<file path="src/rtl/atmr_vote_monitor.sv">
// Registered bitwise TMR voter for the ori/mai/men replicas.
// It keeps per-replica persistence FSMs and saturating error counters, and falls back to two-replica operation once a replica is faulty.
module atmr_vote_monitor #(
   parameter int WIDTH   = 10,
   parameter int CNT_W   = 8,
   parameter int PERSIST = 4,
   parameter int DEGRADE = 1
) (
   input  logic             clk,
   input  logic             rst,
   input  logic             in_valid,
   input  logic [WIDTH-1:0] ori_in,
   input  logic [WIDTH-1:0] mai_in,
   input  logic [WIDTH-1:0] men_in,
   input  logic             clr,
   output logic [WIDTH-1:0] vote_out,
   output logic             out_valid,
   output logic [WIDTH-1:0] mism_mask,
   output logic [2:0]       rep_err,
   output logic [2:0]       faulty,
   output logic             dual_mismatch,
   output logic             fatal,
   output logic [CNT_W-1:0] err_cnt_ori,
   output logic [CNT_W-1:0] err_cnt_mai,
   output logic [CNT_W-1:0] err_cnt_men
);

   // State 0 is OK, 1..PERSIST-1 count consecutive mismatches (SUSPECT), 15 is FAULTY.
   localparam logic [3:0] ST_OK     = 4'd0;
   localparam logic [3:0] ST_FAULTY = 4'd15;
   localparam logic [4:0] PERSIST_W = 5'(PERSIST);

   function automatic logic [WIDTH-1:0] majority(input logic [WIDTH-1:0] a,
                                                 input logic [WIDTH-1:0] b,
                                                 input logic [WIDTH-1:0] c);
      return (a & b) | (a & c) | (b & c);
   endfunction

   function automatic logic [CNT_W-1:0] sat_inc(input logic [CNT_W-1:0] v);
      return (&v) ? v : v + CNT_W'(1);
   endfunction

   function automatic logic [3:0] fsm_next(input logic [3:0] st, input logic mis);
      logic [3:0] nxt;
      nxt = st;
      if (st == ST_FAULTY) begin
         nxt = ST_FAULTY;
      end else if (!mis) begin
         nxt = ST_OK;
      end else if (({1'b0, st} + 5'd1) >= PERSIST_W) begin
         nxt = ST_FAULTY;
      end else begin
         nxt = st + 4'd1;
      end
      return nxt;
   endfunction

   logic [2:0][WIDTH-1:0] rep_w;
   logic [WIDTH-1:0]      maj;
   logic [2:0]            mis;
   logic [1:0]            nfaulty;
   logic [WIDTH-1:0]      healthy_a;
   logic [WIDTH-1:0]      healthy_b;

   logic [WIDTH-1:0]      vote_d, vote_q;
   logic                  out_valid_d, out_valid_q;
   logic [WIDTH-1:0]      mism_d, mism_q;
   logic [2:0]            rep_err_d, rep_err_q;
   logic                  dual_d, dual_q;
   logic                  fatal_d, fatal_q;
   logic [2:0][3:0]       st_d, st_q;
   logic [2:0][CNT_W-1:0] cnt_d, cnt_q;

   assign rep_w = {men_in, mai_in, ori_in};
   assign maj   = majority(ori_in, mai_in, men_in);

   always_comb begin
      for (int r = 0; r < 3; r++) begin
         mis[r]    = |(rep_w[r] ^ maj);
         faulty[r] = (st_q[r] == ST_FAULTY);
      end
      nfaulty = {1'b0, faulty[0]} + {1'b0, faulty[1]} + {1'b0, faulty[2]};
   end

   // The lower-indexed healthy replica drives the output in degraded mode.
   always_comb begin
      healthy_a = ori_in;
      healthy_b = mai_in;
      if (faulty[0]) begin
         healthy_a = mai_in;
         healthy_b = men_in;
      end else if (faulty[1]) begin
         healthy_a = ori_in;
         healthy_b = men_in;
      end
   end

   always_comb begin
      vote_d      = vote_q;
      out_valid_d = in_valid;
      mism_d      = mism_q;
      rep_err_d   = rep_err_q;
      dual_d      = dual_q;
      fatal_d     = fatal_q | (nfaulty >= 2'd2);
      st_d        = st_q;
      cnt_d       = cnt_q;

      if (in_valid) begin
         mism_d    = ~((ori_in & mai_in & men_in) | (~ori_in & ~mai_in & ~men_in));
         rep_err_d = mis;
         vote_d    = maj;
         dual_d    = 1'b0;
         if ((DEGRADE != 0) && (nfaulty == 2'd1)) begin
            vote_d = healthy_a;
            dual_d = (healthy_a != healthy_b);
         end
         for (int r = 0; r < 3; r++) begin
            if (mis[r]) begin
               cnt_d[r] = sat_inc(cnt_q[r]);
            end
            st_d[r] = fsm_next(st_q[r], mis[r]);
         end
      end

      // Clear wins over any mismatch seen in the same cycle.
      if (clr) begin
         fatal_d = 1'b0;
         for (int r = 0; r < 3; r++) begin
            st_d[r]  = ST_OK;
            cnt_d[r] = '0;
         end
      end
   end

   always_ff @(posedge clk or posedge rst) begin
      if (rst) begin
         vote_q      <= '0;
         out_valid_q <= 1'b0;
         mism_q      <= '0;
         rep_err_q   <= '0;
         dual_q      <= 1'b0;
         fatal_q     <= 1'b0;
         st_q        <= '0;
         cnt_q       <= '0;
      end else begin
         vote_q      <= vote_d;
         out_valid_q <= out_valid_d;
         mism_q      <= mism_d;
         rep_err_q   <= rep_err_d;
         dual_q      <= dual_d;
         fatal_q     <= fatal_d;
         st_q        <= st_d;
         cnt_q       <= cnt_d;
      end
   end

   assign vote_out      = vote_q;
   assign out_valid     = out_valid_q;
   assign mism_mask     = mism_q;
   assign rep_err       = rep_err_q;
   assign dual_mismatch = dual_q;
   assign fatal         = fatal_q;
   assign err_cnt_ori   = cnt_q[0];
   assign err_cnt_mai   = cnt_q[1];
   assign err_cnt_men   = cnt_q[2];

endmodule

</file>
<file path="config.mk">
export PLATFORM = sky130hd
export DESIGN_NAME = atmr_vote_monitor
export DESIGN_NICKNAME = d
export VERILOG_FILES = /design/src/rtl/atmr_vote_monitor.sv
export SDC_FILE = /design/constraint.sdc
export NUM_CORES = 1
export LEC_CHECK = 0
export BUFFER_PORTS_ARGS = -buffer_cell sky130_fd_sc_hd__buf_2
export CAP_MARGIN = 20
export CORE_ASPECT_RATIO = 2
export CORE_MARGIN = 3
export CORE_UTILIZATION = 50
export DETAILED_ROUTE_END_ITERATION = 8
export PLACE_DENSITY = 0.76
export SYNTH_ARGS = -nofsm -noshare
export SYNTH_HDL_FRONTEND = slang
export SYNTH_SLANG_ARGS = --single-unit
</file>
<file path="constraint.sdc">
create_clock -name clk -period 2.6 [get_ports clk]
set_clock_uncertainty 0.05 [all_clocks]
set_input_delay 0.39 -clock clk [delete_from_list [all_inputs] [get_ports clk]]
set_output_delay 0.39 -clock clk [all_outputs]
set_load 0.02 [all_outputs]
</file>
==> Word-level counts from Yosys, hierarchy flattened <==
Cells that the tools add are included.
{ "word_totals": {"register_bits": 62, "inputBits": 34, "out_inout_bits": 53, "elab_cells": 90} }
{ "classes": {"n_addsub": 11, "magnitude_cmp": 4, "n_eq_ne": 8, "muxes": 25, "bitwise": 17, "n_reduce_logical": 13} }
{ "op_table": {"columns": ["operator", "count"], "rows": [
  ["AND 10 bit", 6],
  ["2-to-1 mux 24 bit", 2],
  ["2-to-1 mux 8 bit", 6],
  ["2-to-1 mux 10 bit", 4],
  ["NOT 10 bit", 4],
  ["2-to-1 mux 4 bit", 9],
  ["OR 10 bit", 3],
  ["OR reduction 10 bit", 3],
  ["bitwise XOR 10 bit", 3],
  ["adder 8 x 1 -> 8 bit, second input constant", 3],
  ["2-to-1 mux 12 bit", 2],
  ["AND reduction 8 bit", 3],
  ["adder 4 x 1 -> 5 bit, second input constant", 3],
  ["greater-or-equal comparator 5 x 3 -> 1 bit, second input constant", 3],
  ["adder 4 x 1 -> 4 bit, second input constant", 3],
  ["== test 4 bit, second input constant", 3],
  ["inequality test 10 bit", 1],
  ["AND reduction 3 bit", 3],
  ["nonzero test 2 bit", 4],
  ["inequality test 2 bit, second input constant", 3],
  ["adder 1 x 1 -> 2 bit", 1],
  ["adder 2 x 1 -> 2 bit", 1],
  ["== test 2 x 1 -> 1 bit, second input constant", 1],
  ["greater-or-equal comparator 2 bit, second input constant", 1],
  ["2 further kinds", 3]
]} }

==> Depth between registers and ports, before layout <==
Gate-level depths: netlist (run 1).
{ "depth": {"depth_word": 9, "mapped_depth": 9, "ltp_nobuf": 8} }

==> Least setup slack after synthesis (run 1) <==
No wires, ideal clock.
{ "synth_timing": {"path_type": "reg2reg", "start": "register st_q[0] in the netlist's numbering", "end": "register vote_q[6], in the netlist vote_out[6]", "setup_time_ns": 0.110, "arrival_ns": 2.682, "required_ns": 2.440, "path_slack_ns": -0.242, "path_stages_with_launch": 10, "path_buffers": 2, "period_less_slack_ns": 2.842, "path_cell_list": "dfrtp_1 > ha_1 > nand3_1 > inv_1 > clkbuf_1 > fa_1 > nor2b_1 > clkbuf_1 > a211oi_1 > o41ai_1"} }
{ "synth_via": {"elab_chain_len": 5, "word_cells_on_any_way": 6, "classes_between": "add/sub (2); eq/ne (2); mux (2)"} }
{ "synth_rtl": {"columns": ["element", "line_no", "rtl"], "rows": [
  ["start, declared", "71", "logic [2:0][3:0] st_d, st_q;"],
  ["start signal, assigned", "152", "st_q <= st_d;"],
  ["== test 4 bit *", "80", "faulty[r] = (st_q[r] == ST_FAULTY);"],
  ["net faulty[0]", "20", "output logic [2:0] faulty,"],
  ["adder 1 x 1 -> 2 bit", "82", "nfaulty = {1'b0, faulty[0]} + {1'b0, faulty[1]} + {1'b0, faulty[2]};"],
  ["adder 2 x 1 -> 2 bit", "82", null],
  ["== test 2 x 1 -> 1 bit", "113", "if ((DEGRADE != 0) && (nfaulty == 2'd1)) begin"],
  ["2-to-1 mux 10 bit *", "113", null],
  ["end signal, assigned", "146", "vote_q <= vote_d;"],
  ["end, declared", "65", "logic [WIDTH-1:0] vote_d, vote_q;"]
]} }
The timed path passes the listed nets; every way through them passes the cells marked *.
A chain may end at the register's enable or synchronous reset.

==> Final worst setup path (run 1) <==
{ "layout_timing": {"start": "register st_q[8] in the netlist's numbering", "end": "register vote_q[4], in the netlist vote_out[4]"} }
{ "layout_via": {"elab_chain_len": 4} }
{ "layout_rtl": {"columns": ["element", "line_no"], "rows": [
  ["== test 4 bit", "80"],
  ["adder 2 x 1 -> 2 bit", "82"],
  ["== test 2 x 1 -> 1 bit", "113"],
  ["2-to-1 mux 10 bit", "113"]
]} }
No other way between the ends.

==> results.txt, run 1 <==
# H-tree levels: 3
Row count: 48
Largest net degree at the start of global routing: 63
Leakage power: 2.51 nW
PwrDens: 520 nW/um2
Crit Path Class: reg -> reg
I/O Buffers: 86
R2r worst-path depth: 7
EDFF count, synth: 0
Synth Warn #: 0
Share of layout cells above drive strength 1: 22.6%
Initial antenna violation count: 0
Final setup violation count: 0
Avg Inst Size Synth: 8.23 um2
DR vias/cell: 6.28
RSZ-0062 raised after global routing: false
Via Count: 4553
Status: complete, no violations
Top FF cell, synth: dfrtp_1
Switching power total: 0.000826 W
Mapped Area: 4520 um2
Worst Hold Class: in -> async
Clk_lat worst skew: 0.34 ns
Vias in the first global route: 4314
Worst slew pin tran: 0.854 ns
Max_cap viols: 0
Count leader, synth: dfrtp_1
# DRC: 0
Pins Over Slew Limit: 0
DP Wirelength: 9.09 mm
Fin crit period: 2.38 ns
Core footprint: 8710 um2
CP Max Fanout: 10
Syn Nets: 593
# clock sinks: 62
First-pass GRT wire length: 20.3 mm
F_max: 421 MHz
Gate power share: 20.1%
Worst-path clk slew: 0.06 ns
Reg power frac: 39.5%
Fin crit share: 91.4%
Setup bufs post-CTS: 0
Antenna fix cells: 0
Crit start category: register
Top-area cell type share of the netlist area: 34.3%
Final nets: 665
Critical Path RT: 2.76 ns
Crit end category: register
Slew headroom: 43.1%
CTS Buffer Depth: 2
GPL Wtd Cong: 0.928
Clock power frac: 40.4%
Num CTS Buffers: 9
Placed Cells: 710
Post-synth cell types: 65
TritonCTS clock tree: done
# IOs: 87
Final core utilization: 61.0%
Fin. Hold Viols: 0
Seq/Total Area, Yosys: 34.3%
Die H: 140 um
Area grow syn2layout: 17.6%
1st-iter DRT viols: 347
Drt first pass iters: 4
Post-synth ARST share: 100%
Total Die Area: 10300 um2
ANT nets after route: 0
CTS root buf: clkbuf_16
Gr ovfl total: 0
Seq cells post-synth: 62
Top cells by area in the synthesized netlist: dfrtp_1 (34%), nand2_1 (3.8%), nor2_1 (3.7%), a21oi_1 (3.5%), and3_1 (3.3%)
Final Non-Filler Cells: 725
Worst hold margin: 0.233 ns
Die span in x: 73.2 um
GRT Overall Usage: 25.3%
Most frequent cells after synthesis: dfrtp_1 (62), nand2_1 (46), nor2_1 (45)
Switch share: 29.9%
WL final: 12.5 mm
Initial Util: 51.9%
Cell count after synthesis: 549
Mean routed wirelength per cell: 17.3 um
Internal: 0.00194 W
Arrival time at the worst endpoint: 2.54 ns
TNS Setup: 0 ns
VDD IR max: 0.427 mV
Cell taking the most area after synthesis: dfrtp_1
[critical path: stages, from the launching register on]
cell and delay [ns]:
dfrtp_1 0.42, ha_1 0.24, and3_1 0.22, fa_1 0.44, nor2b_2 0.19, nand2_2 0.26
nor2_1 0.07, o41ai_1 0.36
[registers in the layout, summed over array words and instances, names as in the netlist]
register	cells
rep_err	3
fatal	1
dual_mismatch	1
vote_out	10
err_cnt_men	8
out_valid	1
err_cnt_mai	8
mism_mask	10
st_q	12
err_cnt_ori	8
[kinds of logic after synthesis]
logic type,count (synthesis),synth area share [%]
mux,17,3.96
xor+xnor,6,1.16
flops,62,34.3
buf+inv,62,5.87
fa+ha+maj,10,2.94
simple gates,258,31.4
compound gates,134,20.3
[worst paths after layout]
check	to	from	slack [ns]
worst min register to register	mism_mask[3]	mism_mask[3]	0.42
worst max register to register	vote_out[4]	st_q[8]	0.22
worst max-delay path	vote_out[4]	st_q[8]	0.22
min in group clk	vote_out[5]	ori_in[5]	0.36
worst min-delay path	vote_out[6]	rst	0.23
max in group asynchronous	err_cnt_ori[3]	rst	1.71
[metal layers]
| metal | vias to the layer above | part of all wire (%) | global-route usage, % |
|---|---|---|---|
| met5 | - | 0 | 0 |
| met4 | 0 | 5.6 | 15.9 |
| met3 | 49 | 4.4 | 5.32 |
| met2 | 134 | 54 | 45.1 |
| met1 | 2203 | 36 | 25.6 |
| li1 | 2167 | - | - |
[cell type report]
type                    count  area (um2)
clock inverters             1        5.00
inverters                  14        52.6
multi-input cells         425        2710
fillers                   824        3390
repair buffers            109         603
clock buffers              14         264
well taps                 100         125
flip-flops and latches     62        1550
[timing repair]
action,4_1_cts,5_1_grt
endpoints found under the hold margin,0,0
hold buffers,0,0
endpoints found under the setup margin,0,10
gates resized for setup,0,3
[cells in the final DEF (no fill, tap or decap), drive strengths merged, types with 3 or more instances in the layout]
cell	n
a31oi	7
dfrtp	62
nor2	45
mux2	7
nand3b	11
buf	109
nand4	9
o31ai	3
a311oi	8
nand2	46
or3	6
a21oi	32
nor4	5
and3	24
and3b	3
o21ai	22
a22oi	4
xnor2	3
o41ai	10
nor3b	10
mux2i	10
a211oi	13
a21o	12
inv	13
nor3	29
ha	9
nand2b	12
nor2b	19
clkbuf	14
nand3	21
or3b	9
xor2	3
o22ai	5
[per-stage QoR]
stage / worst slack, ns / area, um2 / power [W]
after CTS: 0.0565 / 5310 / 0.00279
after detailed placement: 0.00652 / 5040 / 0.00166
after floorplan: 0.0580 / 4530 / 0.00149
after global routing: 0.0365 / 5310 / 0.00289
after global placement: -0.0170 / 5040 / 0.00164
final: 0.223 / 5310 / 0.00276
[power groups by stage]
stage / Sequential (W) / Combinational (W) / Clock, W
5_1_grt: 0.00110 / 0.000615 / 0.00118
4_1_cts: 0.00109 / 0.000557 / 0.00114
6_report: 0.00109 / 0.000556 / 0.00112
3_3_place_gp: 0.00110 / 0.000538 / 0
2_1_floorplan: 0.00116 / 0.000330 / 0
3_5_place_dp: 0.00111 / 0.000554 / 0
Power figures use the tool's default switching activity.
==> inputs of run 2 (changes only) <==
--- a/config.mk
+++ b/config.mk
@@ -7,11 +7,14 @@
 export LEC_CHECK = 0
 export BUFFER_PORTS_ARGS = -buffer_cell sky130_fd_sc_hd__buf_2
 export CAP_MARGIN = 20
+export CELL_PAD_IN_SITES_DETAIL_PLACEMENT = 0
+export CELL_PAD_IN_SITES_GLOBAL_PLACEMENT = 1
 export CORE_ASPECT_RATIO = 2
 export CORE_MARGIN = 3
-export CORE_UTILIZATION = 50
+export CORE_UTILIZATION = 42
+export CTS_BUF_LIST = sky130_fd_sc_hd__clkbuf_16
 export DETAILED_ROUTE_END_ITERATION = 8
-export PLACE_DENSITY = 0.76
+export PLACE_DENSITY_LB_ADDON = 0.1
 export SYNTH_ARGS = -nofsm -noshare
 export SYNTH_HDL_FRONTEND = slang
 export SYNTH_SLANG_ARGS = --single-unit
==> constraint.sdc (replaced) <==
create_clock -name clk -period 2.2 [get_ports clk]
set_clock_uncertainty 0.05 [all_clocks]
set_input_delay 0.33 -clock clk [delete_from_list [all_inputs] [get_ports clk]]
set_output_delay 0.33 -clock clk [all_outputs]
set_load 0.02 [all_outputs]
==> run 2 against run 1 <==
Effect of this change: the flow now finishes with violations (hold timing); routed wire length increased by 12%; largest cell class unchanged; setup slack got worse by 0.18 ns; final cell count rose by 16%; combinational power is 49% higher; sequential cell count is the same; critical path depth up 1; sequential power increased by 17%; clock power increased by 13%; global-route usage shrank 1.2 points; power increased by 22%; maximum frequency up 10%; die area increased by 18%.
==> results.txt, run 2 (synthesized netlist as in run 1, its figures left out) <==
DR vias/cell: 5.65 (-10%)
Worst-path clk slew: 0.06 ns (about the same)
# clock sinks: 62 (unchanged)
Mean routed wirelength per cell: 16.8 um (-3.0%)
Max reg flops: 12 (unchanged)
CP bufs+invs: 1 (+1)
Arrival time at the worst endpoint: 2.31 ns (-0.23 ns)
CTS root buf: clkbuf_16
Post-DP Area: 5670 um2 (+13%)
Slew headroom: 57.5% (+14 points)
TritonCTS clock tree: done
Post-Place Setup Slack: -0.164 ns (-0.170 ns)
Area grow syn2layout: 34.3%
Worst path max stage delay: 0.53 ns (+0.09 ns)
F_max: 463 MHz (+10%)
Fin. Hold Viols: 2 (+2)
Failing checks: hold timing
Leakage power: 2.92 nW (+16%)
Total Die Area: 12100 um2 (+18%)
Vias in the first global route: 4639 (+7.5%)
Row count: 53 (+10%)
ANT nets after route: 0 (unchanged)
Die H: 153 um (+8.7%)
DP Wirelength: 10.5 mm (+15%)
# H-tree levels: 3 (unchanged)
Initial antenna violation count: 0 (unchanged)
Biggest register: st_q
Final nets: 742 (+12%)
CP top delay family: adder cells
Commonest non-fill, non-tap cells in the layout: buf_4 (97), buf_2 (86), dfrtp_1 (62), nor2_1 (45), nand2_1 (43)
Gr ovfl total: 0 (unchanged)
Status: finished with violations
Worst Hold Class: in -> async
Final WS setup: 0.0379 ns (-0.185 ns)
RSZ-0062 raised after global routing: true
Num CTS Buffers: 9 (unchanged)
Share of layout cells above drive strength 1: 34.0% (+11 points)
Crit Path Class: reg -> reg
Fin crit period: 2.16 ns (-0.215 ns)
Crit end category: register
Worst slew pin tran: 0.637 ns (-0.217 ns)
Design area: 6060 um2 (+14%)
Largest net degree at the start of global routing: 63 (unchanged)
GRT Overall Usage: 24.1% (-1.2 points)
Drt first pass iters: 6 (+2)
Hold_buf cts: 0 (unchanged)
Final setup violation count: 0 (unchanged)
I/O Buffers: 86 (unchanged)
Antenna fix cells: 0 (unchanged)
PwrDens: 557 nW/um2 (+7.0%)
WL final: 14.1 mm (+12%)
1st-iter DRT viols: 246 (-29%)
Crit start category: register
Die span in x: 79.3 um (+8.4%)
Via Count: 4742 (+4.2%)
# DRC: 0 (unchanged)
Max_cap viols: 0 (unchanged)
CTS Buffer Depth: 2 (unchanged)
Critical-path cell list: ha_2 > nand3_2 > inv_2 > fa_1 > nor2b_4 > nand2_4 > a21oi_2 > o41ai_2
Crit-path slowest cell: fa_1
VDD IR max: 0.560 mV (+31%)
# IOs: 87 (unchanged)
Clk_lat worst skew: 0.33 ns (about the same)
Core footprint: 10500 um2 (+20%)
Pins Over Slew Limit: 0 (unchanged)
Tot Pwr: 0.00337 W (+22%)
Worst hold margin: -0.000671 ns (-0.234 ns)
Most common cell after layout, fill and taps aside: buf_4
First-pass GRT wire length: 22.8 mm (+12%)
Critical Path RT: 2.35 ns (-0.41 ns)
CP Max Fanout: 10 (unchanged)
Fin crit share: 98.3% (+6.8 points)
GPL Wtd Cong: 0.916 (-1.3%)
Initial Util: 43.1% (-8.8 points)
run 2: cell types whose count changed in the layout (fill, tap and decap cells not counted), moves of 3 or more:
cell | before | now
clkbuf_1 | 3 | 0
a211oi_2 | 0 | 4
o41ai_1 | 10 | 7
ha_1 | 9 | 6
a211oi_1 | 13 | 9
a21oi_2 | 0 | 3
buf_4 | 23 | 97
a21oi_1 | 32 | 29
o41ai_2 | 0 | 3
clkinv_2 | 1 | 4
run 2: what timing repair did:
item	4_1_cts	5_1_grt
buffers inserted	3	2
setup endpoints to repair	11	8
resized for setup	10	13
endpoints found under the hold margin	0	0
pin swaps	7	5
run 2: where the power goes:
group | internal [W] | switching [W] | total (W)
Clock | 0.000743 | 0.000524 | 0.00127
Sequential | 0.00122 | 0.0000597 | 0.00128
Combinational | 0.000371 | 0.000456 | 0.000827
run 2: area by class of cell:
cell class,instances,area [um2]
Tap cell,137,171
Timing Repair Buffer,186,1200
Fill cell,1026,4410
Sequential cell,62,1550
Clock inverter,7,33.8
Clock buffer,9,225
Multi-Input combinational cell,425,2830
Inverter,14,56.3
run 2: path summary, 6_finish.rpt:
path,start,endpoint,slack (ns),depth (start not counted)
max reg2reg,st_q[4],vote_out[9],0.04,8
max,st_q[4],vote_out[9],0.04,8
min in group clk,in_valid,out_valid,0.32,2
min reg2reg,mism_mask[1],mism_mask[1],0.42,1
min,rst,vote_out[5],-0.0007,3
max in group asynchronous,rst,err_cnt_ori[2],1.80,3
run 2: worst register-to-register path, delay by kind of cell (launching register included):
kind	cells	cell delay, ns
buffers and inverters	1	0.04
DFF	1	0.38
and+or+nand+nor	3	0.50
adders and majority gates	2	0.73
AOI/OAI and AO/OA	2	0.33
run 2: stage by stage:
step | hold WS [ns] | TNS [ns] | utilization (%) | cells
floorplan | 0.311 | 0 | - | 549
global placement | 0.369 | -1.41 | 54.1 | 819
detailed placement | 0.373 | -2.59 | 54.1 | 819
CTS | 0.0214 | -0.00959 | 57.2 | 838
global route | 0.0274 | -0.261 | 57.9 | 840
finish | -0.000671 | 0 | 57.9 | 840
run 2: metal layers:
layer	track usage, %	up-vias	share of wire, %
li1	-	2310	-
met1	25.1	2299	36
met2	46.1	115	58
met3	4.38	18	3.9
met4	8.69	0	2.1
met5	0	-	0
==> inputs of run 3 (changes only) <==
--- a/config.mk
+++ b/config.mk
@@ -5,14 +5,14 @@
 export SDC_FILE = /design/constraint.sdc
 export NUM_CORES = 1
 export LEC_CHECK = 0
+export ABC_AREA = 1
 export BUFFER_PORTS_ARGS = -buffer_cell sky130_fd_sc_hd__buf_2
 export CAP_MARGIN = 20
 export CELL_PAD_IN_SITES_DETAIL_PLACEMENT = 0
 export CELL_PAD_IN_SITES_GLOBAL_PLACEMENT = 1
 export CORE_ASPECT_RATIO = 2
 export CORE_MARGIN = 3
-export CORE_UTILIZATION = 42
-export CTS_BUF_LIST = sky130_fd_sc_hd__clkbuf_16
+export CORE_UTILIZATION = 39
 export DETAILED_ROUTE_END_ITERATION = 8
 export PLACE_DENSITY_LB_ADDON = 0.1
 export SYNTH_ARGS = -nofsm -noshare
==> run 3 against run 2 <==
Effect of this change: the flow now finishes without violations; register-to-register slack about the same; maximum frequency up 0.63%; sequential power up 4%; setup slack better by 0.014 ns; hold slack better by 0.14 ns; largest cell class unchanged.
==> results.txt, run 3 <==
Status: complete, no violations
Tot Pwr: 0.00358 W (+6.1%)
Syn Nets: 701 (+18%)
Top FF cell, synth: dfrtp_1
Worst slew pin tran: 0.612 ns (-0.0247 ns)
TritonCTS clock tree: done
Area grow syn2layout: 27.0%
Critical Path RT: 2.41 ns (+0.06 ns)
Core footprint: 10900 um2 (+4.5%)
# IOs: 87 (unchanged)
Drt first pass iters: 5 (-1)
Total Die Area: 12700 um2 (+4.6%)
Share of layout cells above drive strength 1: 24.6% (-9.4 points)
Final nets: 810 (+9.2%)
Seq/Total Area, Yosys: 35.3% (+0.92 points)
Final setup violation count: 0 (unchanged)
Die span in x: 81.1 um (+2.2%)
Avg Inst Size Synth: 6.70 um2 (-19%)
Slew headroom: 59.0% (+1.5 points)
Arrival time at the worst endpoint: 2.36 ns (+0.05 ns)
Mean routed wirelength per cell: 15.7 um (-6.2%)
EDFF count, synth: 0 (unchanged)
DP Wirelength: 10.9 mm (+3.7%)
Post-synth ARST share: 100% (unchanged)
DR vias/cell: 5.21 (-7.8%)
Worst-path clk slew: 0.05 ns (about the same)
Top-area cell type share of the netlist area: 35.3% (+0.92 points)
I/O Buffers: 86 (unchanged)
Top cells by area in the synthesized netlist: dfrtp_1 (35%), nand2_1 (18%), nand3_1 (9.0%), nor2_1 (5.5%), inv_1 (4.8%)
PwrDens: 640 nW/um2 (+15%)
Max reg flops: 12 (unchanged)
# clock sinks: 62 (unchanged)
GRT Overall Usage: 23.5% (-0.56 points)
Pins Over Slew Limit: 0 (unchanged)
Cell count after synthesis: 657 (+20%)
# H-tree levels: 3 (unchanged)
Biggest register: st_q
ANT nets after route: 0 (unchanged)
# DRC: 0 (unchanged)
Initial Util: 40.2% (-2.9 points)
Crit end category: register
Vias in the first global route: 4704 (+1.4%)
RSZ-0062 raised after global routing: true
Max_cap viols: 0 (unchanged)
Cell taking the most area after synthesis: dfrtp_1
VDD IR max: 0.423 mV (-24%)
CTS Buffer Depth: 2 (unchanged)
Worst Hold Class: in -> reg
Antenna fix cells: 0 (unchanged)
Final core utilization: 51.1% (-6.8 points)
Post-synth cell types: 29 (-55%)
Fin crit period: 2.15 ns (-0.0136 ns)
CTS root buf: clkbuf_16
Largest net degree at the start of global routing: 26 (-59%)
Gr ovfl total: 0 (unchanged)
Synth Warn #: 0 (unchanged)
WL final: 14.3 mm (+1.5%)
Fin. Hold Viols: 0 (-2)
1st-iter DRT viols: 230 (-6.5%)
CP Max Fanout: 6 (-4)
Via Count: 4733 (-0.19%)
Clk_lat worst skew: 0.33 ns (about the same)
Mapped Area: 4400 um2 (-2.6%)
Commonest non-fill, non-tap cells in the layout: nand2_1 (204), buf_2 (86), nand3_1 (78), nor2_1 (62), dfrtp_1 (62)
GPL Wtd Cong: 0.855 (-6.6%)
Num CTS Buffers: 9 (unchanged)
Die H: 156 um (+2.3%)
Fin crit share: 97.7% (-0.62 points)
Leakage power: 3.02 nW (+3.3%)
Crit start category: register
Reg2reg setup slack: 0.05 ns (about the same)
Initial antenna violation count: 0 (unchanged)
Worst hold margin: 0.138 ns (+0.139 ns)
Count leader, synth: nand2_1
Crit Path Class: reg -> reg
F_max: 465 MHz (+0.63%)
Most common cell after layout, fill and taps aside: nand2_1
Row count: 54 (+1.9%)
First-pass GRT wire length: 22.8 mm (+0.18%)
Most frequent cells after synthesis: nand2_1 (208), nand3_1 (79), nor2_1 (64)
Seq cells post-synth: 62 (unchanged)
## run 3: kinds of logic after synthesis
| group | Yosys count | share of synthesized area, % |
|---|---|---|
| compound gates | 84 | 10.4 |
| xor+xnor | 16 | 3.19 |
| fa+ha+maj | 10 | 3.01 |
| buf+inv | 86 | 8.30 |
| flops | 62 | 35.3 |
| simple gates | 399 | 39.8 |
## run 3: power breakdown
group | switching, W | internal, W
combinational | 0.000509 | 0.000291
clock | 0.000528 | 0.000926
sequential | 0.0000847 | 0.00124
total | 0.00112 | 0.00246
## run 3: cell type report
type | instances | area (um2)
inverter | 66 | 251
timing repair buffer | 118 | 729
tap | 140 | 175
multi-input combinational | 509 | 2580
clock inverter | 3 | 45.0
sequential | 62 | 1550
fill | 1169 | 5360
clock buffer | 11 | 253
## run 3: timing repair
item | 4_1_cts | 5_1_grt
resized for setup | 4 | 34
endpoints found under the hold margin | 15 | 0
endpoints found under the setup margin | 8 | 11
gates cloned | 0 | 0
hold buffers | 1 | 0
buffers inserted | 3 | 6
pin swaps | 0 | 8
## run 3: metal layers
metal,global-route usage (%),wire length (um),share of wire [%]
met5,0,0,0
met3,3.87,499,3.5
met1,23.3,5190,36
met4,12.2,558,3.9
met2,44.9,8040,56
## run 3: critical path, cell delays in order (launching register included)
cell and delay, ns:
dfrtp_1 0.42, ha_4 0.18, nand2_4 0.06, nor2_4 0.12
fa_1 0.43, nand2_2 0.10, clkinvlp_4 0.22, buf_6 0.20
o21ai_4 0.14, a21oi_2 0.05, nor2_1 0.08
## run 3: path summary, 6_finish.rpt
| check | startpoint | end | depth (start not counted) |
|---|---|---|---|
| max in group asynchronous | rst | err_cnt_ori[5] | 4 |
| min in group asynchronous | rst | err_cnt_men[5] | 3 |
| max | st_q[9] | vote_out[0] | 10 |
| min | in_valid | out_valid | 1 |
| max reg2reg | st_q[9] | vote_out[0] | 10 |
| min reg2reg | rep_err[2] | rep_err[2] | 2 |
## run 3: per-stage QoR
stage	std cells	area (um2)	TNS, ns	setup WS [ns]
finish	909	5590	0	0.0515
global route	909	5590	-0.0687	-0.0332
detailed placement	885	5090	-0.121	-0.0534
floorplan	657	4410	0	0.0245
CTS	903	5440	0	0.0117
global placement	885	5090	0	0.00385
